==> config.mk <==
export PLATFORM = sky130hd
export DESIGN_NAME = xif_sig_coproc_flat
export DESIGN_NICKNAME = d
export VERILOG_FILES = /design/src/rtl/xif_sig_pkg.sv /design/src/rtl/xif_sig_if.sv /design/src/rtl/xif_sig_fifo.sv /design/src/rtl/xif_sig_coproc.sv /design/src/flat_wrapper.sv
export SDC_FILE = /design/constraint.sdc
export NUM_CORES = 1
export LEC_CHECK = 0
export CAP_MARGIN = 20
export CORE_AREA = 2 2 186 188
export CTS_BUF_LIST = sky130_fd_sc_hd__clkbuf_16
export DETAILED_ROUTE_END_ITERATION = 8
export DIE_AREA = 0 0 188 190
export PLACE_DENSITY = 0.81
export REMOVE_ABC_BUFFERS = 1
export SLEW_MARGIN = 10
export SYNTH_ARGS = -nofsm -noshare
export SYNTH_HDL_FRONTEND = slang
export SYNTH_HIERARCHICAL = 1
export SYNTH_SLANG_ARGS = --single-unit
==> constraint.sdc <==
create_clock -name clk_i -period 7 [get_ports clk_i]
set_input_delay 1.4 -clock clk_i [delete_from_list [all_inputs] [get_ports clk_i]]
set_output_delay 1.4 -clock clk_i [all_outputs]
set_load 0.02 [all_outputs]
==> src/rtl/xif_sig_pkg.sv <==
// -----------------------------------------------------------------------------
// xif_sig_pkg
// Shared types for the X-interface signature coprocessor.
//   xif_sig_state_e : result-channel FSM state (IDLE / WAIT / RESP)
//   xif_sig_entry_t : one outstanding-instruction tracking entry
//   sig_update()    : rotate-left-by-one then XOR signature step
// Ids are stored at XIF_SIG_ID_W_MAX bits so the entry type does not depend on
// the coprocessor's ID_W parameter; narrower ids are zero-extended on entry.
// -----------------------------------------------------------------------------
package xif_sig_pkg;

    localparam int unsigned XIF_SIG_ID_W_MAX = 16;

    typedef enum logic [1:0] {
        ST_IDLE = 2'd0,   // tracking FIFO empty
        ST_WAIT = 2'd1,   // head present but not yet committed
        ST_RESP = 2'd2    // result offered on the result channel
    } xif_sig_state_e;

    typedef struct packed {
        logic [XIF_SIG_ID_W_MAX-1:0] id;
        logic [4:0]                  rd;
        logic [31:0]                 instr;
        logic                        committed;
        logic                        killed;
    } xif_sig_entry_t;

    function automatic logic [31:0] sig_update(input logic [31:0] sig,
                                               input logic [31:0] instr);
        return {sig[30:0], sig[31]} ^ instr;
    endfunction

endpackage

==> src/rtl/xif_sig_if.sv <==
// -----------------------------------------------------------------------------
// xif_sig_if
// Reduced X-interface bundle between a CPU and the signature coprocessor.
// Parameter: ID_W - instruction id width.
// Modports (coprocessor side):
//   coproc_compressed : compressed-instruction offload (refused here)
//   coproc_issue      : issue request / accept response
//   coproc_commit     : commit / kill of speculatively issued instructions
//   coproc_mem        : memory request channel (held idle here)
//   coproc_mem_result : memory result channel (ignored here)
//   coproc_result     : register writeback
// Handshake rule for every valid/ready pair: a transfer happens on a rising
// clock edge where valid and ready are both 1; once valid is raised, valid and
// its payload stay unchanged until that transfer. commit_valid has no ready.
// -----------------------------------------------------------------------------
interface xif_sig_if #(
    parameter int unsigned ID_W = 4
);
    // compressed channel
    logic            compressed_valid;
    logic            compressed_ready;
    logic [15:0]     compressed_req_instr;
    logic [ID_W-1:0] compressed_req_id;
    logic [31:0]     compressed_resp_instr;
    logic            compressed_resp_accept;

    // issue channel
    logic            issue_valid;
    logic            issue_ready;
    logic [31:0]     issue_req_instr;
    logic [ID_W-1:0] issue_req_id;
    logic            issue_resp_accept;
    logic            issue_resp_writeback;
    logic            issue_resp_dualwrite;
    logic            issue_resp_dualread;
    logic            issue_resp_loadstore;
    logic            issue_resp_ecswrite;
    logic            issue_resp_exc;

    // commit channel
    logic            commit_valid;
    logic [ID_W-1:0] commit_id;
    logic            commit_kill;

    // memory request channel
    logic            mem_valid;
    logic            mem_ready;
    logic [ID_W-1:0] mem_req_id;
    logic [31:0]     mem_req_addr;
    logic            mem_req_we;
    logic [3:0]      mem_req_be;
    logic [31:0]     mem_req_wdata;

    // memory result channel
    logic            mem_result_valid;
    logic [ID_W-1:0] mem_result_id;
    logic [31:0]     mem_result_rdata;
    logic            mem_result_err;

    // result channel
    logic            result_valid;
    logic            result_ready;
    logic [ID_W-1:0] result_id;
    logic [31:0]     result_data;
    logic [4:0]      result_rd;
    logic            result_we;
    logic [2:0]      result_ecswe;
    logic [5:0]      result_ecsdata;
    logic            result_exc;
    logic [5:0]      result_exccode;

    modport coproc_compressed (
        input  compressed_valid, compressed_req_instr, compressed_req_id,
        output compressed_ready, compressed_resp_instr, compressed_resp_accept
    );

    modport coproc_issue (
        input  issue_valid, issue_req_instr, issue_req_id,
        output issue_ready, issue_resp_accept, issue_resp_writeback,
               issue_resp_dualwrite, issue_resp_dualread, issue_resp_loadstore,
               issue_resp_ecswrite, issue_resp_exc
    );

    modport coproc_commit (
        input  commit_valid, commit_id, commit_kill
    );

    modport coproc_mem (
        input  mem_ready,
        output mem_valid, mem_req_id, mem_req_addr, mem_req_we, mem_req_be,
               mem_req_wdata
    );

    modport coproc_mem_result (
        input  mem_result_valid, mem_result_id, mem_result_rdata, mem_result_err
    );

    modport coproc_result (
        input  result_ready,
        output result_valid, result_id, result_data, result_rd, result_we,
               result_ecswe, result_ecsdata, result_exc, result_exccode
    );

endinterface

==> src/rtl/xif_sig_fifo.sv <==
// -----------------------------------------------------------------------------
// xif_sig_fifo
// In-order tracking storage for outstanding accepted instructions, with an
// id-matched flag update used by the commit channel.
// Parameters: DEPTH (power of two), entry_t (tracking entry type), CNT_W.
// Ports:
//   clk_i, rst_ni        clock, async active-low reset
//   push_i, push_entry_i append an entry at the tail
//   pop_i                drop the head entry
//   upd_valid_i/_id_i    mark every occupied entry whose id matches
//   upd_kill_i           1: set killed, 0: set committed
//   head_o, empty_o, full_o, count_o  status
// -----------------------------------------------------------------------------
module xif_sig_fifo
    import xif_sig_pkg::*;
#(
    parameter int unsigned DEPTH   = 4,
    parameter type         entry_t = xif_sig_entry_t,
    parameter int unsigned CNT_W   = $clog2(DEPTH) + 1
) (
    input  logic                        clk_i,
    input  logic                        rst_ni,
    input  logic                        push_i,
    input  entry_t                      push_entry_i,
    input  logic                        pop_i,
    input  logic                        upd_valid_i,
    input  logic [XIF_SIG_ID_W_MAX-1:0] upd_id_i,
    input  logic                        upd_kill_i,
    output entry_t                      head_o,
    output logic                        empty_o,
    output logic                        full_o,
    output logic [CNT_W-1:0]            count_o
);

    localparam int unsigned PTR_W = $clog2(DEPTH);

    entry_t               mem_q [DEPTH];
    logic [DEPTH-1:0]     valid_q;
    logic [PTR_W-1:0]     wr_ptr_q, wr_ptr_d;
    logic [PTR_W-1:0]     rd_ptr_q, rd_ptr_d;
    logic [CNT_W-1:0]     count_q, count_d;

    // Pointers are PTR_W bits wide, so they wrap modulo DEPTH naturally.
    always_comb begin
        wr_ptr_d = wr_ptr_q + PTR_W'(push_i);
        rd_ptr_d = rd_ptr_q + PTR_W'(pop_i);
        count_d  = count_q + CNT_W'(push_i) - CNT_W'(pop_i);
    end

    always_ff @(posedge clk_i or negedge rst_ni) begin
        if (!rst_ni) begin
            for (int i = 0; i < DEPTH; i++) begin
                mem_q[i] <= '0;
            end
            valid_q  <= '0;
            wr_ptr_q <= '0;
            rd_ptr_q <= '0;
            count_q  <= '0;
        end else begin
            // Only occupied slots are marked: an entry pushed on the same edge
            // as a commit for its id starts with clean flags.
            for (int i = 0; i < DEPTH; i++) begin
                if (upd_valid_i && valid_q[i] && (mem_q[i].id == upd_id_i)) begin
                    if (upd_kill_i) begin
                        mem_q[i].killed <= 1'b1;
                    end else begin
                        mem_q[i].committed <= 1'b1;
                    end
                end
            end
            // Push and pop never address the same slot: that would need the
            // FIFO to be both non-empty and non-full with equal pointers.
            if (push_i) begin
                mem_q[wr_ptr_q]   <= push_entry_i;
                valid_q[wr_ptr_q] <= 1'b1;
            end
            if (pop_i) begin
                valid_q[rd_ptr_q] <= 1'b0;
            end
            wr_ptr_q <= wr_ptr_d;
            rd_ptr_q <= rd_ptr_d;
            count_q  <= count_d;
        end
    end

    assign head_o  = mem_q[rd_ptr_q];
    assign empty_o = (count_q == '0);
    assign full_o  = (count_q == CNT_W'(DEPTH));
    assign count_o = count_q;

endmodule

==> src/rtl/xif_sig_coproc.sv <==
// -----------------------------------------------------------------------------
// xif_sig_coproc
// X-interface coprocessor that claims one major opcode and returns a running
// 32-bit signature: on each result, sig = rotl1(sig) ^ instr, written to rd.
// Results are produced strictly in issue order once committed; killed
// instructions are dropped without a result.
// Parameters: DEPTH, ID_W, OPCODE, SIG_INIT.
// Ports:
//   clk_i, rst_ni                     clock, async active-low reset
//   xif_compressed                    refused (ready 0, response zero)
//   xif_issue / xif_commit            issue handshake, commit/kill
//   xif_mem / xif_mem_result          held idle / ignored
//   xif_result                        writeback
//   dbg_state_o, dbg_sig_o, dbg_count_o  FSM state, signature, FIFO fill
// Build option: XIF_SIG_CLEAR_EN - an accepted instruction with
// funct3 == 3'b111 resets the signature to SIG_INIT instead of updating it.
// -----------------------------------------------------------------------------
module xif_sig_coproc
    import xif_sig_pkg::*;
#(
    parameter int unsigned DEPTH    = 4,
    parameter int unsigned ID_W     = 4,
    parameter logic [6:0]  OPCODE   = 7'h6F,
    parameter logic [31:0] SIG_INIT = 32'h0
) (
    input  logic                       clk_i,
    input  logic                       rst_ni,
    xif_sig_if.coproc_compressed       xif_compressed,
    xif_sig_if.coproc_issue            xif_issue,
    xif_sig_if.coproc_commit           xif_commit,
    xif_sig_if.coproc_mem              xif_mem,
    xif_sig_if.coproc_mem_result       xif_mem_result,
    xif_sig_if.coproc_result           xif_result,
    output xif_sig_state_e             dbg_state_o,
    output logic [31:0]                dbg_sig_o,
    output logic [$clog2(DEPTH):0]     dbg_count_o
);

    localparam int unsigned CNT_W = $clog2(DEPTH) + 1;

    xif_sig_state_e    state_q;
    logic [31:0]       sig_q;
    logic              res_valid_q;
    logic [ID_W-1:0]   res_id_q;
    logic [4:0]        res_rd_q;
    logic [31:0]       res_data_q;

    xif_sig_entry_t    head;
    xif_sig_entry_t    push_entry;
    logic              fifo_empty;
    logic              fifo_full;
    logic [CNT_W-1:0]  fifo_count;
    logic [CNT_W-1:0]  count_after;
    logic              accept;
    logic              push;
    logic              pop;
    logic              resp_hs;
    logic              drop_killed;
    logic              head_ready;
    logic              use_clear;
    logic [31:0]       head_data;

    // ---------------- issue side ----------------
    assign accept = (xif_issue.issue_req_instr[6:0] == OPCODE);
    assign push   = xif_issue.issue_valid && !fifo_full && accept;

    always_comb begin
        push_entry           = '0;
        push_entry.id        = XIF_SIG_ID_W_MAX'(xif_issue.issue_req_id);
        push_entry.rd        = xif_issue.issue_req_instr[11:7];
        push_entry.instr     = xif_issue.issue_req_instr;
        push_entry.committed = 1'b0;
        push_entry.killed    = 1'b0;
    end

    assign xif_issue.issue_ready          = !fifo_full;
    assign xif_issue.issue_resp_accept    = accept;
    assign xif_issue.issue_resp_writeback = accept;
    assign xif_issue.issue_resp_dualwrite = 1'b0;
    assign xif_issue.issue_resp_dualread  = 1'b0;
    assign xif_issue.issue_resp_loadstore = 1'b0;
    assign xif_issue.issue_resp_ecswrite  = 1'b0;
    assign xif_issue.issue_resp_exc       = 1'b0;

    // ---------------- tracking storage ----------------
    xif_sig_fifo #(
        .DEPTH   (DEPTH),
        .entry_t (xif_sig_entry_t),
        .CNT_W   (CNT_W)
    ) u_fifo (
        .clk_i        (clk_i),
        .rst_ni       (rst_ni),
        .push_i       (push),
        .push_entry_i (push_entry),
        .pop_i        (pop),
        .upd_valid_i  (xif_commit.commit_valid),
        .upd_id_i     (XIF_SIG_ID_W_MAX'(xif_commit.commit_id)),
        .upd_kill_i   (xif_commit.commit_kill),
        .head_o       (head),
        .empty_o      (fifo_empty),
        .full_o       (fifo_full),
        .count_o      (fifo_count)
    );

    // ---------------- result side ----------------
    // The head is popped either on the result handshake or, outside RESP,
    // silently when it has been killed (killed wins over committed).
    assign resp_hs     = (state_q == ST_RESP) && xif_result.result_ready;
    assign drop_killed = (state_q != ST_RESP) && !fifo_empty && head.killed;
    assign head_ready  = (state_q != ST_RESP) && !fifo_empty &&
                         head.committed && !head.killed;
    assign pop         = resp_hs || drop_killed;
    assign count_after = fifo_count + CNT_W'(push) - CNT_W'(pop);

`ifdef XIF_SIG_CLEAR_EN
    assign use_clear = (head.instr[14:12] == 3'b111);
`else
    assign use_clear = 1'b0;
`endif

    // The payload is computed once on entry to RESP. sig_q cannot change while
    // a result is pending, so the held data stays consistent.
    assign head_data = use_clear ? SIG_INIT : sig_update(sig_q, head.instr);

    always_ff @(posedge clk_i or negedge rst_ni) begin
        if (!rst_ni) begin
            state_q     <= ST_IDLE;
            sig_q       <= SIG_INIT;
            res_valid_q <= 1'b0;
            res_id_q    <= '0;
            res_rd_q    <= '0;
            res_data_q  <= '0;
        end else begin
            case (state_q)
                ST_IDLE, ST_WAIT: begin
                    if (head_ready) begin
                        state_q     <= ST_RESP;
                        res_valid_q <= 1'b1;
                        res_id_q    <= head.id[ID_W-1:0];
                        res_rd_q    <= head.rd;
                        res_data_q  <= head_data;
                    end else begin
                        state_q <= (count_after == '0) ? ST_IDLE : ST_WAIT;
                    end
                end
                ST_RESP: begin
                    if (xif_result.result_ready) begin
                        sig_q       <= res_data_q;
                        res_valid_q <= 1'b0;
                        state_q     <= (count_after == '0) ? ST_IDLE : ST_WAIT;
                    end
                end
                default: begin
                    state_q     <= ST_IDLE;
                    res_valid_q <= 1'b0;
                end
            endcase
        end
    end

    assign xif_result.result_valid   = res_valid_q;
    assign xif_result.result_id      = res_id_q;
    assign xif_result.result_rd      = res_rd_q;
    assign xif_result.result_data    = res_data_q;
    assign xif_result.result_we      = res_valid_q;
    assign xif_result.result_ecswe   = '0;
    assign xif_result.result_ecsdata = '0;
    assign xif_result.result_exc     = 1'b0;
    assign xif_result.result_exccode = '0;

    // ---------------- unused channels ----------------
    assign xif_compressed.compressed_ready       = 1'b0;
    assign xif_compressed.compressed_resp_instr  = '0;
    assign xif_compressed.compressed_resp_accept = 1'b0;

    assign xif_mem.mem_valid     = 1'b0;
    assign xif_mem.mem_req_id    = '0;
    assign xif_mem.mem_req_addr  = '0;
    assign xif_mem.mem_req_we    = 1'b0;
    assign xif_mem.mem_req_be    = '0;
    assign xif_mem.mem_req_wdata = '0;

    logic unused_inputs;
    assign unused_inputs = ^{xif_compressed.compressed_valid,
                             xif_compressed.compressed_req_instr,
                             xif_compressed.compressed_req_id,
                             xif_mem.mem_ready,
                             xif_mem_result.mem_result_valid,
                             xif_mem_result.mem_result_id,
                             xif_mem_result.mem_result_rdata,
                             xif_mem_result.mem_result_err,
                             head.id[XIF_SIG_ID_W_MAX-1:ID_W]};

    assign dbg_state_o = state_q;
    assign dbg_sig_o   = sig_q;
    assign dbg_count_o = fifo_count;

endmodule

==> src/flat_wrapper.sv <==
// flat-port wrapper written by rule: the top's interface ports become plain ports
module xif_sig_coproc_flat import xif_sig_pkg::*;
#(
    parameter int unsigned DEPTH    = 4,
    parameter int unsigned ID_W     = 4,
    parameter logic [6:0]  OPCODE   = 7'h6F,
    parameter logic [31:0] SIG_INIT = 32'h0
)
  (clk_i, rst_ni, dbg_state_o, dbg_sig_o, dbg_count_o, xif_compressed_compressed_valid, xif_compressed_compressed_req_instr, xif_compressed_compressed_req_id, xif_compressed_compressed_ready, xif_compressed_compressed_resp_instr, xif_compressed_compressed_resp_accept, xif_issue_issue_valid, xif_issue_issue_req_instr, xif_issue_issue_req_id, xif_issue_issue_ready, xif_issue_issue_resp_accept, xif_issue_issue_resp_writeback, xif_issue_issue_resp_dualwrite, xif_issue_issue_resp_dualread, xif_issue_issue_resp_loadstore, xif_issue_issue_resp_ecswrite, xif_issue_issue_resp_exc, xif_commit_commit_valid, xif_commit_commit_id, xif_commit_commit_kill, xif_mem_mem_ready, xif_mem_mem_valid, xif_mem_mem_req_id, xif_mem_mem_req_addr, xif_mem_mem_req_we, xif_mem_mem_req_be, xif_mem_mem_req_wdata, xif_mem_result_mem_result_valid, xif_mem_result_mem_result_id, xif_mem_result_mem_result_rdata, xif_mem_result_mem_result_err, xif_result_result_ready, xif_result_result_valid, xif_result_result_id, xif_result_result_data, xif_result_result_rd, xif_result_result_we, xif_result_result_ecswe, xif_result_result_ecsdata, xif_result_result_exc, xif_result_result_exccode);
  xif_sig_if #(.ID_W(ID_W)) xif_compressed_i ();
  xif_sig_if #(.ID_W(ID_W)) xif_issue_i ();
  xif_sig_if #(.ID_W(ID_W)) xif_commit_i ();
  xif_sig_if #(.ID_W(ID_W)) xif_mem_i ();
  xif_sig_if #(.ID_W(ID_W)) xif_mem_result_i ();
  xif_sig_if #(.ID_W(ID_W)) xif_result_i ();
  input  logic clk_i;
  input  logic rst_ni;
  output xif_sig_state_e dbg_state_o;
  output logic [31:0] dbg_sig_o;
  output logic [$clog2(DEPTH):0] dbg_count_o;
  input wire logic [$bits(xif_compressed_i.compressed_valid)-1:0] xif_compressed_compressed_valid;
  input wire logic [$bits(xif_compressed_i.compressed_req_instr)-1:0] xif_compressed_compressed_req_instr;
  input wire logic [$bits(xif_compressed_i.compressed_req_id)-1:0] xif_compressed_compressed_req_id;
  output wire logic [$bits(xif_compressed_i.compressed_ready)-1:0] xif_compressed_compressed_ready;
  output wire logic [$bits(xif_compressed_i.compressed_resp_instr)-1:0] xif_compressed_compressed_resp_instr;
  output wire logic [$bits(xif_compressed_i.compressed_resp_accept)-1:0] xif_compressed_compressed_resp_accept;
  input wire logic [$bits(xif_issue_i.issue_valid)-1:0] xif_issue_issue_valid;
  input wire logic [$bits(xif_issue_i.issue_req_instr)-1:0] xif_issue_issue_req_instr;
  input wire logic [$bits(xif_issue_i.issue_req_id)-1:0] xif_issue_issue_req_id;
  output wire logic [$bits(xif_issue_i.issue_ready)-1:0] xif_issue_issue_ready;
  output wire logic [$bits(xif_issue_i.issue_resp_accept)-1:0] xif_issue_issue_resp_accept;
  output wire logic [$bits(xif_issue_i.issue_resp_writeback)-1:0] xif_issue_issue_resp_writeback;
  output wire logic [$bits(xif_issue_i.issue_resp_dualwrite)-1:0] xif_issue_issue_resp_dualwrite;
  output wire logic [$bits(xif_issue_i.issue_resp_dualread)-1:0] xif_issue_issue_resp_dualread;
  output wire logic [$bits(xif_issue_i.issue_resp_loadstore)-1:0] xif_issue_issue_resp_loadstore;
  output wire logic [$bits(xif_issue_i.issue_resp_ecswrite)-1:0] xif_issue_issue_resp_ecswrite;
  output wire logic [$bits(xif_issue_i.issue_resp_exc)-1:0] xif_issue_issue_resp_exc;
  input wire logic [$bits(xif_commit_i.commit_valid)-1:0] xif_commit_commit_valid;
  input wire logic [$bits(xif_commit_i.commit_id)-1:0] xif_commit_commit_id;
  input wire logic [$bits(xif_commit_i.commit_kill)-1:0] xif_commit_commit_kill;
  input wire logic [$bits(xif_mem_i.mem_ready)-1:0] xif_mem_mem_ready;
  output wire logic [$bits(xif_mem_i.mem_valid)-1:0] xif_mem_mem_valid;
  output wire logic [$bits(xif_mem_i.mem_req_id)-1:0] xif_mem_mem_req_id;
  output wire logic [$bits(xif_mem_i.mem_req_addr)-1:0] xif_mem_mem_req_addr;
  output wire logic [$bits(xif_mem_i.mem_req_we)-1:0] xif_mem_mem_req_we;
  output wire logic [$bits(xif_mem_i.mem_req_be)-1:0] xif_mem_mem_req_be;
  output wire logic [$bits(xif_mem_i.mem_req_wdata)-1:0] xif_mem_mem_req_wdata;
  input wire logic [$bits(xif_mem_result_i.mem_result_valid)-1:0] xif_mem_result_mem_result_valid;
  input wire logic [$bits(xif_mem_result_i.mem_result_id)-1:0] xif_mem_result_mem_result_id;
  input wire logic [$bits(xif_mem_result_i.mem_result_rdata)-1:0] xif_mem_result_mem_result_rdata;
  input wire logic [$bits(xif_mem_result_i.mem_result_err)-1:0] xif_mem_result_mem_result_err;
  input wire logic [$bits(xif_result_i.result_ready)-1:0] xif_result_result_ready;
  output wire logic [$bits(xif_result_i.result_valid)-1:0] xif_result_result_valid;
  output wire logic [$bits(xif_result_i.result_id)-1:0] xif_result_result_id;
  output wire logic [$bits(xif_result_i.result_data)-1:0] xif_result_result_data;
  output wire logic [$bits(xif_result_i.result_rd)-1:0] xif_result_result_rd;
  output wire logic [$bits(xif_result_i.result_we)-1:0] xif_result_result_we;
  output wire logic [$bits(xif_result_i.result_ecswe)-1:0] xif_result_result_ecswe;
  output wire logic [$bits(xif_result_i.result_ecsdata)-1:0] xif_result_result_ecsdata;
  output wire logic [$bits(xif_result_i.result_exc)-1:0] xif_result_result_exc;
  output wire logic [$bits(xif_result_i.result_exccode)-1:0] xif_result_result_exccode;
  assign xif_compressed_i.compressed_valid = xif_compressed_compressed_valid;
  assign xif_compressed_i.compressed_req_instr = xif_compressed_compressed_req_instr;
  assign xif_compressed_i.compressed_req_id = xif_compressed_compressed_req_id;
  assign xif_compressed_compressed_ready = xif_compressed_i.compressed_ready;
  assign xif_compressed_compressed_resp_instr = xif_compressed_i.compressed_resp_instr;
  assign xif_compressed_compressed_resp_accept = xif_compressed_i.compressed_resp_accept;
  assign xif_issue_i.issue_valid = xif_issue_issue_valid;
  assign xif_issue_i.issue_req_instr = xif_issue_issue_req_instr;
  assign xif_issue_i.issue_req_id = xif_issue_issue_req_id;
  assign xif_issue_issue_ready = xif_issue_i.issue_ready;
  assign xif_issue_issue_resp_accept = xif_issue_i.issue_resp_accept;
  assign xif_issue_issue_resp_writeback = xif_issue_i.issue_resp_writeback;
  assign xif_issue_issue_resp_dualwrite = xif_issue_i.issue_resp_dualwrite;
  assign xif_issue_issue_resp_dualread = xif_issue_i.issue_resp_dualread;
  assign xif_issue_issue_resp_loadstore = xif_issue_i.issue_resp_loadstore;
  assign xif_issue_issue_resp_ecswrite = xif_issue_i.issue_resp_ecswrite;
  assign xif_issue_issue_resp_exc = xif_issue_i.issue_resp_exc;
  assign xif_commit_i.commit_valid = xif_commit_commit_valid;
  assign xif_commit_i.commit_id = xif_commit_commit_id;
  assign xif_commit_i.commit_kill = xif_commit_commit_kill;
  assign xif_mem_i.mem_ready = xif_mem_mem_ready;
  assign xif_mem_mem_valid = xif_mem_i.mem_valid;
  assign xif_mem_mem_req_id = xif_mem_i.mem_req_id;
  assign xif_mem_mem_req_addr = xif_mem_i.mem_req_addr;
  assign xif_mem_mem_req_we = xif_mem_i.mem_req_we;
  assign xif_mem_mem_req_be = xif_mem_i.mem_req_be;
  assign xif_mem_mem_req_wdata = xif_mem_i.mem_req_wdata;
  assign xif_mem_result_i.mem_result_valid = xif_mem_result_mem_result_valid;
  assign xif_mem_result_i.mem_result_id = xif_mem_result_mem_result_id;
  assign xif_mem_result_i.mem_result_rdata = xif_mem_result_mem_result_rdata;
  assign xif_mem_result_i.mem_result_err = xif_mem_result_mem_result_err;
  assign xif_result_i.result_ready = xif_result_result_ready;
  assign xif_result_result_valid = xif_result_i.result_valid;
  assign xif_result_result_id = xif_result_i.result_id;
  assign xif_result_result_data = xif_result_i.result_data;
  assign xif_result_result_rd = xif_result_i.result_rd;
  assign xif_result_result_we = xif_result_i.result_we;
  assign xif_result_result_ecswe = xif_result_i.result_ecswe;
  assign xif_result_result_ecsdata = xif_result_i.result_ecsdata;
  assign xif_result_result_exc = xif_result_i.result_exc;
  assign xif_result_result_exccode = xif_result_i.result_exccode;
  xif_sig_coproc #(.DEPTH(DEPTH), .ID_W(ID_W), .OPCODE(OPCODE), .SIG_INIT(SIG_INIT)) u_core (.clk_i(clk_i), .rst_ni(rst_ni), .xif_compressed(xif_compressed_i), .xif_issue(xif_issue_i), .xif_commit(xif_commit_i), .xif_mem(xif_mem_i), .xif_mem_result(xif_mem_result_i), .xif_result(xif_result_i), .dbg_state_o(dbg_state_o), .dbg_sig_o(dbg_sig_o), .dbg_count_o(dbg_count_o));
endmodule
==> results.yml, run 1 <==
outcome:
  status: "completed"
layout:
  most_frequent_cells_in_the_layout: "dfrtp_1, mux2_2, conb_1, nand2_1, clkdlybuf4s50_1"
  syn_to_final_growth_pct: 17.4
  final_core_occ_pct: 51.0
  final_common_cell: "dfrtp_1"
  layout.nets: 1454
  drive_gt1_share_pct: 24.9
  n_antenna_cell: 0
  final_cell_count_no_fill: 1816
  postLayoutCellArea_um2: 17300
die:
  fp.dieArea_um2: 35700
  floorplan.rows: 68
  fp.dieH_um: 190
  floorplan.initialDensity_pct: 43.4
  top_level_port_count: 318
  fp.coreArea_um2: 33900
  die_x_um: 188
sta:
  final.setup_skew_ps: 13.0
  final_critical_path_setup_slack_ps: 2520
  rsz0062_at_grt: "no"
  tightestPinTransition_ps: 1060
  fmax_mhz: 223
  post-route-min-period_ps: 4480
  timing.final.crit_share_pct: 64.0
  report.final.hold_viol_count: 0
  final.setup.tns_ps: 0
  slew_headroom_pct: 29.4
  setup_viol_count_final: 0
  timing_max_transition_violations_final: 0
critical_path:
  endpoint_kind: "output pin"
  cp.required_ps: 5600
  critPathArrivalTime_ps: 3080
  cp_cell_sequence: "clkdlybuf4s50_1, nand4b_1, nor2_1, clkdlybuf4s50_1"
  critPathLaunchType: "input port"
  timing.critical_path.mode_cell: "clkdlybuf4s50_1"
  timing.setup.critical_path_class: "input port to output pin"
  slowest_delay_ps: 620
  worst_path_max_delay_cell: "clkdlybuf4s50_1"
  path_max_fanout: 5
grt:
  first_global_vias: 9011
  groute.usage.overall_pct: 16.6
  grt_antenna_before_repair: 2
  grt_overflow: 0
  grt_start_max_net_pins: 172
  global_route_wire_length_before_repair_um: 47600
detailed_routing:
  route.antenna.remaining_nets: 0
  post_drt_via_cell_ratio: 4.71
  vias: 8557
  postRouteWirelength_um: 29700
  first_iter_violations: 453
  wl_per_cell_um: 16.3
  drt-pass1-iter-count: 4
  drc_errors: 0
clock_tree:
  cts.htree.levels: 2
  post_cts_resize_count: 0
  tritoncts.num_buffers: 35
  hold_buffer_count_at_cts: 0
  clock-root-buffer: "clkbuf_16"
  tritoncts_num_sinks: 307
  clock_tree_from_tritoncts: "built"
  cts_setup_buffers: 0
  insertion_delay_ps: 500
  cts-root-to-sink-buffers: 3
  clkTransAtPathRegs_ps: 50
place:
  placed_area_um2: 16300
  dp.final_hpwl_um: 18900
  numPortBuffers: 128
  pre_cts_ws_ps: 1820
  dp.cells: 1758
  finalWeightedCongestion: 0.757
power:
  irDropWorstVdd_mv: 0.132
  power-per-cell-area_nw_per_um2: 236
  leakagePower_nw: 8.93
min_path:
  hold_path_class: "flip-flop to flip-flop"
run:
  maxCapViolations: 0
logic_synthesis:
  yosys_warnings: 6
  synth_area_um2: 14700
  syn_inst: 1117
  postSynthAreaPerCell_um2: 13.2
layer usage:
metal  routed length (um)  GRT usage [%]  vias up
met5                   13              0        -
met3                 1450           3.63       45
li1                     -              -     3937
met1                12000           20.3     4391
met2                15800           30.1      182
met4                  500           3.79        2
power by group:
group	switching [mW]	internal (mW)	total (mW)	leakage (nW)
combinational	0.307	0.239	0.546	4.17
clock	0.683	0.943	1.63	0.532
sequential	0.0683	1.84	1.90	4.23
sequential cells by signal (all words and copies together) (netlist names), 2 cells and up:
name                           flops
u_core/dbg_state_o                 2
u_core/u_fifo/wr_ptr_q             2
u_core/u_fifo/mem_q              220
u_core/xif_result.result_id        4
u_core/dbg_sig_o                  32
u_core/u_fifo/valid_q              4
u_core/xif_result.result_data     32
u_core/xif_result.result_rd        5
u_core/u_fifo/count_o              3
u_core/u_fifo/rd_ptr_q             2
path summary, 6_finish.rpt:
path	endpoint	from	cells after the start	slack, ps
setup / recovery	xif_issue_issue_resp_accept	xif_issue_issue_req_instr[6]	4	2520
hold reg to reg	u_core/u_fifo/mem_q[31]$_DFFE_PN0P_	u_core/u_fifo/mem_q[31]$_DFFE_PN0P_	2	470
setup reg to reg	u_core/dbg_state_o[0]$_DFFE_PN0P_	u_core/u_fifo/rd_ptr_q[1]$_DFF_PN0_	10	3220
hold / removal	u_core/u_fifo/mem_q[31]$_DFFE_PN0P_	u_core/u_fifo/mem_q[31]$_DFFE_PN0P_	2	470
max in group asynchronous	u_core/u_fifo/mem_q[13]$_DFFE_PN0P_	rst_ni	2	4440
min in group asynchronous	u_core/dbg_sig_o[31]$_DFFE_PN0P_	rst_ni	1	1030
cell type report:
type / count / area (um^2)
clock inverter: 21 / 86.3
sequential: 307 / 7690
clock buffer: 37 / 926
fill: 2843 / 16600
inverter: 16 / 60.1
tap: 455 / 569
timing repair buffer: 142 / 1400
multi-input combinational: 838 / 6570
worst max-delay path, delay by kind of cell:
family                 cells  cell delay [ps]
AND/OR/NAND/NOR            2              480
buffers and inverters      2             1190
per-stage QoR:
stage	power [mW]	hold slack, ps
after floorplan	2.28	440
after global placement	2.47	453
after detailed placement	2.49	457
after CTS	4.13	473
after global routing	4.25	495
final	4.08	470
(Power assumes the default switching activity.)
==> run 2: changes to the inputs <==
- PLACE_DENSITY: 0.81 -> 0.84
- clock period: 7 -> 3.9 ns (I/O delays scaled with it)
==> run 2 against run 1 <==
- global-route usage decreased by 0.19 points
- highest routed layer is now met4
- combinational power increased by 89%
- largest cell class unchanged
- critical path depth increased by 5
- wire length decreased by 0.76%
- core utilization increased by 0.23 points
- critical endpoint is now u_core/dbg_state_o[0]$_DFFE_PN0P_
- flip-flop and latch count unchanged
- clock power increased by 64%
- power increased by 74%
==> results.yml, run 2 (synthesis results as in run 1) <==
clock_tree:
  post_cts_resize_count: 0
  clock_tree_from_tritoncts: "built"
  tritoncts.num_buffers: 31
  clock-root-buffer: "clkbuf_16"
  hold_buffer_count_at_cts: 0
  clkTransAtPathRegs_ps: 60
  cts.htree.levels: 1
  cts-root-to-sink-buffers: 3
  tritoncts_num_sinks: 307
  insertion_delay_ps: 550
  cts_setup_buffers: 0
sta:
  post-route-min-period_ps: 3400
  timing.final.crit_share_pct: 87.2
  timing_max_transition_violations_final: 0
  rsz0062_at_grt: "no"
  tightestPinTransition_ps: 996
  report.final.hold_viol_count: 0
  final.setup_skew_ps: 11.1
  hold_ws_ps: 220
  fmax_mhz: 294
  slew_headroom_pct: 33.6
  setup_viol_count_final: 0
detailed_routing:
  postRouteWirelength_um: 29500
  drt-pass1-iter-count: 4
  first_iter_violations: 385
  route.antenna.remaining_nets: 0
  post_drt_via_cell_ratio: 4.67
  wl_per_cell_um: 16.1
  drc_errors: 0
  vias: 8550
outcome:
  status: "completed"
grt:
  grt_start_max_net_pins: 86
  global_route_wire_length_before_repair_um: 47500
  grt_antenna_before_repair: 2
  grt.met2_usage_pct: 29.2
  grt_use_met1_pct: 21.1
  groute.layer.met3.usage_pct: 3.12
  groute.usage.overall_pct: 16.5
  first_global_vias: 8960
  grt_overflow: 0
  globalRoute.busiestLayer: "met2"
place:
  finalWeightedCongestion: 0.749
  dp.final_hpwl_um: 19600
  placed_area_um2: 16500
  numPortBuffers: 128
power:
  power-per-cell-area_nw_per_um2: 408
  finalPower_mw: 7.09
  irDropWorstVdd_mv: 0.322
  leakagePower_nw: 8.95
critical_path:
  endpoint_kind: "flip-flop"
  cp_cell_sequence: "clkdlybuf4s50_1, nand4b_1, or4b_2, ha_1, inv_1, ha_1, fa_1, xor3_1, a221oi_1"
  timing.critical_path.mode_cell: "ha_1"
  critPathArrivalTime_ps: 3850
  cp.required_ps: 4350
  critPathLaunchType: "input port"
  slowest_delay_ps: 700
  worst_path_max_delay_cell: "or4b_2"
  timing.setup.critical_path_class: "input port to flip-flop"
  path_max_fanout: 5
layout:
  layout.nets: 1464
  most_frequent_cells_in_the_layout: "dfrtp_1, mux2_2, conb_1, nand2_1, clkdlybuf4s50_1"
  syn_to_final_growth_pct: 18.0
  regMostFlops: "u_core/u_fifo/mem_q"
  postLayoutCellArea_um2: 17400
  largest_register_ffs: 220
  drive_gt1_share_pct: 25.4
  final_common_cell: "dfrtp_1"
die:
  floorplan.initialDensity_pct: 43.4
  fp.dieArea_um2: 35700
  die_x_um: 188
  fp.dieH_um: 190
  floorplan.rows: 68
  top_level_port_count: 318
  fp.coreArea_um2: 33900
min_path:
  hold_path_class: "input port to asynchronous set/reset pin"
run:
  maxCapViolations: 0
[run 2: cell type report]
type,instances,area [um^2]
flip-flops and latches,307,7690
repair buffers,156,1580
multi-input cells,838,6570
fillers,2841,16600
clock buffers,31,776
well taps,455,569
inverters,16,60.1
diodes,2,5.00
clock inverters,26,135
[run 2: metal layers]
metal / vias to the layer above / routed length (um)
li1: 3947 / -
met1: 4407 / 12500
met2: 166 / 15300
met3: 30 / 1330
met4: 0 / 407
met5: - / 0
[run 2: critical path, delay by kind of cell]
kind                       cells  cell delay, ps
and+or+nand+nor                2            1050
adders and majority gates      3             840
buffers and inverters          2             530
xor gates and xnor gates       1             370
AOI/OAI and AO/OA              1             280
[run 2: final timing paths]
path,cells after the start,end,start,slack [ps]
max reg2reg,9,u_core/dbg_state_o[0]$_DFFE_PN0P_,u_core/u_fifo/count_o[1]$_DFF_PN0_,800
min in group clk_i,2,u_core/u_fifo/mem_q[25]$_DFFE_PN0P_,u_core/u_fifo/mem_q[25]$_DFFE_PN0P_,470
max,9,u_core/dbg_state_o[0]$_DFFE_PN0P_,xif_issue_issue_req_instr[4],500
min reg2reg,2,u_core/u_fifo/mem_q[25]$_DFFE_PN0P_,u_core/u_fifo/mem_q[25]$_DFFE_PN0P_,470
min,1,u_core/u_fifo/mem_q[81]$_DFFE_PN0P_,rst_ni,220
max in group asynchronous,2,u_core/u_fifo/mem_q[123]$_DFFE_PN0P_,rst_ni,2780
[run 2: where the power goes]
part / leakage [nW] / switching, mW / internal (mW)
combinational: 4.25 / 0.595 / 0.438
sequential: 4.23 / 0.0841 / 3.30
clock: 0.472 / 1.18 / 1.49
total: 8.95 / 1.86 / 5.23
[run 2: per-stage QoR]
step / cells / setup WS, ps / TNS, ps / util, %
floorplan: 1161 / -760 / -80710 / -
CTS: 1829 / 450 / 0 / 51.2
global placement: 1772 / -105 / -105 / 48.5
detailed placement: 1772 / -141 / -141 / 48.5
global route: 1830 / 343 / 0 / 51.2
finish: 1831 / 500 / 0 / 51.2
==> run 3: changes to the inputs <==
- CORE_AREA: 2 2 186 188 -> 2 2 227 229
- DIE_AREA: 0 0 188 190 -> 0 0 229 231
- PLACE_DENSITY: 0.84 -> 0.63
- REMOVE_ABC_BUFFERS: 1 -> unset
==> run 3 against run 2 <==
- sequential power is essentially flat
- die area grew 48%
- non-clock buffer count is the same
- critical path depth is the same
- wire length grew 5.9%
- core utilization shrank 16 points
- clock power grew 15%
- combinational power is essentially flat
- sequential share of layout area shrank 1.0 points
- maximum frequency grew 6.4%
- flip-flop and latch count is the same
- largest power group unchanged
- via count grew 0.29%
==> results.yml, run 3 (synthesis results as in run 1) <==
layout:
  n_antenna_cell: 0
  drive_gt1_share_pct: 25.8
  regMostFlops: "u_core/u_fifo/mem_q"
  syn_to_final_growth_pct: 20.8
  final_common_cell: "dfrtp_1"
  most_frequent_cells_in_the_layout: "dfrtp_1, mux2_2, conb_1, nand2_1, clkdlybuf4s50_1"
  largest_register_ffs: 220
  layout.filler_cells: 5015
  layout.nets: 1469
power:
  power.net_switching_mw: 2.00
  internal_power_mw: 5.49
  power.switching_fraction_pct: 26.7
  finalPower_mw: 7.49
  clkPwrFrac_pct: 40.9
  leakagePower_nw: 9.03
  power_frac_comb_pct: 14.0
  irDropWorstVdd_mv: 0.258
  power_frac_seq_pct: 45.1
  power-per-cell-area_nw_per_um2: 421
clock_tree:
  post_cts_resize_count: 0
  tritoncts_num_sinks: 307
  hold_buffer_count_at_cts: 0
  clkTransAtPathRegs_ps: 60
  cts.htree.levels: 2
  clock-root-buffer: "clkbuf_16"
  tritoncts.num_buffers: 36
  cts-root-to-sink-buffers: 3
  cts_setup_buffers: 0
  insertion_delay_ps: 550
  clock_tree_from_tritoncts: "built"
sta:
  hold_ws_ps: 228
  tightestPinTransition_ps: 816
  report.final.hold_viol_count: 0
  timing_max_transition_violations_final: 0
  timing.final.crit_share_pct: 82.0
  slew_headroom_pct: 45.6
  fmax_mhz: 313
  rsz0062_at_grt: "no"
  final.setup_skew_ps: 14.6
  setup_viol_count_final: 0
  final.setup.tns_ps: 0
  post-route-min-period_ps: 3200
critical_path:
  endpoint_kind: "flip-flop"
  regToRegSetupSlack_ps: 800
  critPathArrivalTime_ps: 3630
  cp.required_ps: 4330
  critPathLaunchType: "input port"
  timing.setup.critical_path_class: "input port to flip-flop"
  path_max_fanout: 3
run:
  maxCapViolations: 0
detailed_routing:
  post_drt_via_cell_ratio: 4.17
  vias: 8575
  drt-pass1-iter-count: 4
  first_iter_violations: 419
  wl_per_cell_um: 15.2
  route.antenna.remaining_nets: 0
  drc_errors: 0
  postRouteWirelength_um: 31200
min_path:
  hold_path_class: "input port to asynchronous set/reset pin"
grt:
  first_global_vias: 8795
  grt_antenna_before_repair: 1
  global_route_wire_length_before_repair_um: 49600
  groute.usage.overall_pct: 11.9
  grt_overflow: 0
  grt_start_max_net_pins: 91
place:
  finalWeightedCongestion: 0.707
  dp.final_hpwl_um: 20700
  numPortBuffers: 128
die:
  die_x_um: 229
  fp.dieH_um: 231
  fp.coreArea_um2: 50700
  floorplan.initialDensity_pct: 29.1
  fp.dieArea_um2: 52900
  floorplan.rows: 83
  top_level_port_count: 318
outcome:
  status: "completed"
run 3: cell count changes in the layout (fill, tap and decap cells not counted):
cell,before,now
clkinv_2,5,4
clkinv_8,0,1
clkinvlp_4,0,1
buf_12,7,6
inv_16,0,1
clkbuf_16,31,36
inv_6,0,1
inv_1,22,24
clkinv_4,1,0
buf_4,21,22
clkinv_1,13,8
diode_2,2,0
run 3: area by class of cell:
type / instances / area, um^2 / area share [%]
clock buffer: 36 / 901 / 5.06
clock inverter: 25 / 163 / 0.914
inverter: 16 / 60.1 / 0.337
multi-input combinational: 838 / 6570 / 36.9
sequential: 307 / 7690 / 43.2
tap: 680 / 851 / 4.78
timing repair buffer: 156 / 1570 / 8.83
run 3: power by group through the flow:
stage	Combinational [mW]	Clock [mW]	Sequential, mW
global placement	1.06	0	3.43
detailed placement	1.07	0	3.44
floorplan	0.787	0	3.45
CTS	1.07	3.20	3.38
finish	1.04	3.07	3.38
global route	1.14	3.33	3.39
run 3: final timing paths:
kind,from,endpoint,cells past startpoint
setup / recovery,xif_issue_issue_req_instr[4],u_core/dbg_state_o[0]$_DFFE_PN0P_,9
hold / removal,rst_ni,u_core/u_fifo/mem_q[108]$_DFFE_PN0P_,1
setup reg to reg,u_core/u_fifo/count_o[1]$_DFF_PN0_,u_core/dbg_state_o[0]$_DFFE_PN0P_,9
hold reg to reg,u_core/u_fifo/mem_q[22]$_DFFE_PN0P_,u_core/u_fifo/mem_q[22]$_DFFE_PN0P_,2
max in group asynchronous,rst_ni,u_core/xif_result.result_data[17]$_DFFE_PN0P_,2
min in group clk_i,u_core/u_fifo/mem_q[22]$_DFFE_PN0P_,u_core/u_fifo/mem_q[22]$_DFFE_PN0P_,2
run 3: routing by layer:
layer | part of all wire, % | GRT usage, %
met5 | 0.042 | 0
met4 | 2.2 | 3.79
met3 | 3.5 | 2.22
met1 | 45 | 15.3
met2 | 50 | 20.3
run 3: stage by stage:
step | setup WS [ps] | util, % | std cells | area [um^2]
3_5_place_dp | 103 | 33.0 | 1997 | 16700
4_1_cts | 696 | 35.1 | 2058 | 17800
6_report | 704 | 35.1 | 2058 | 17800
2_1_floorplan | 732 | - | 1343 | 15600
3_3_place_gp | 178 | 33.0 | 1997 | 16700
5_1_grt | 607 | 35.1 | 2058 | 17800
run 3: critical path, cell delays in order:
cell and delay [ps]:
clkdlybuf4s50_1 420, nand4b_1 230, or4b_2 660, ha_1 300, inv_1 40, ha_1 170
fa_1 360, xor3_1 360, a221oi_1 300
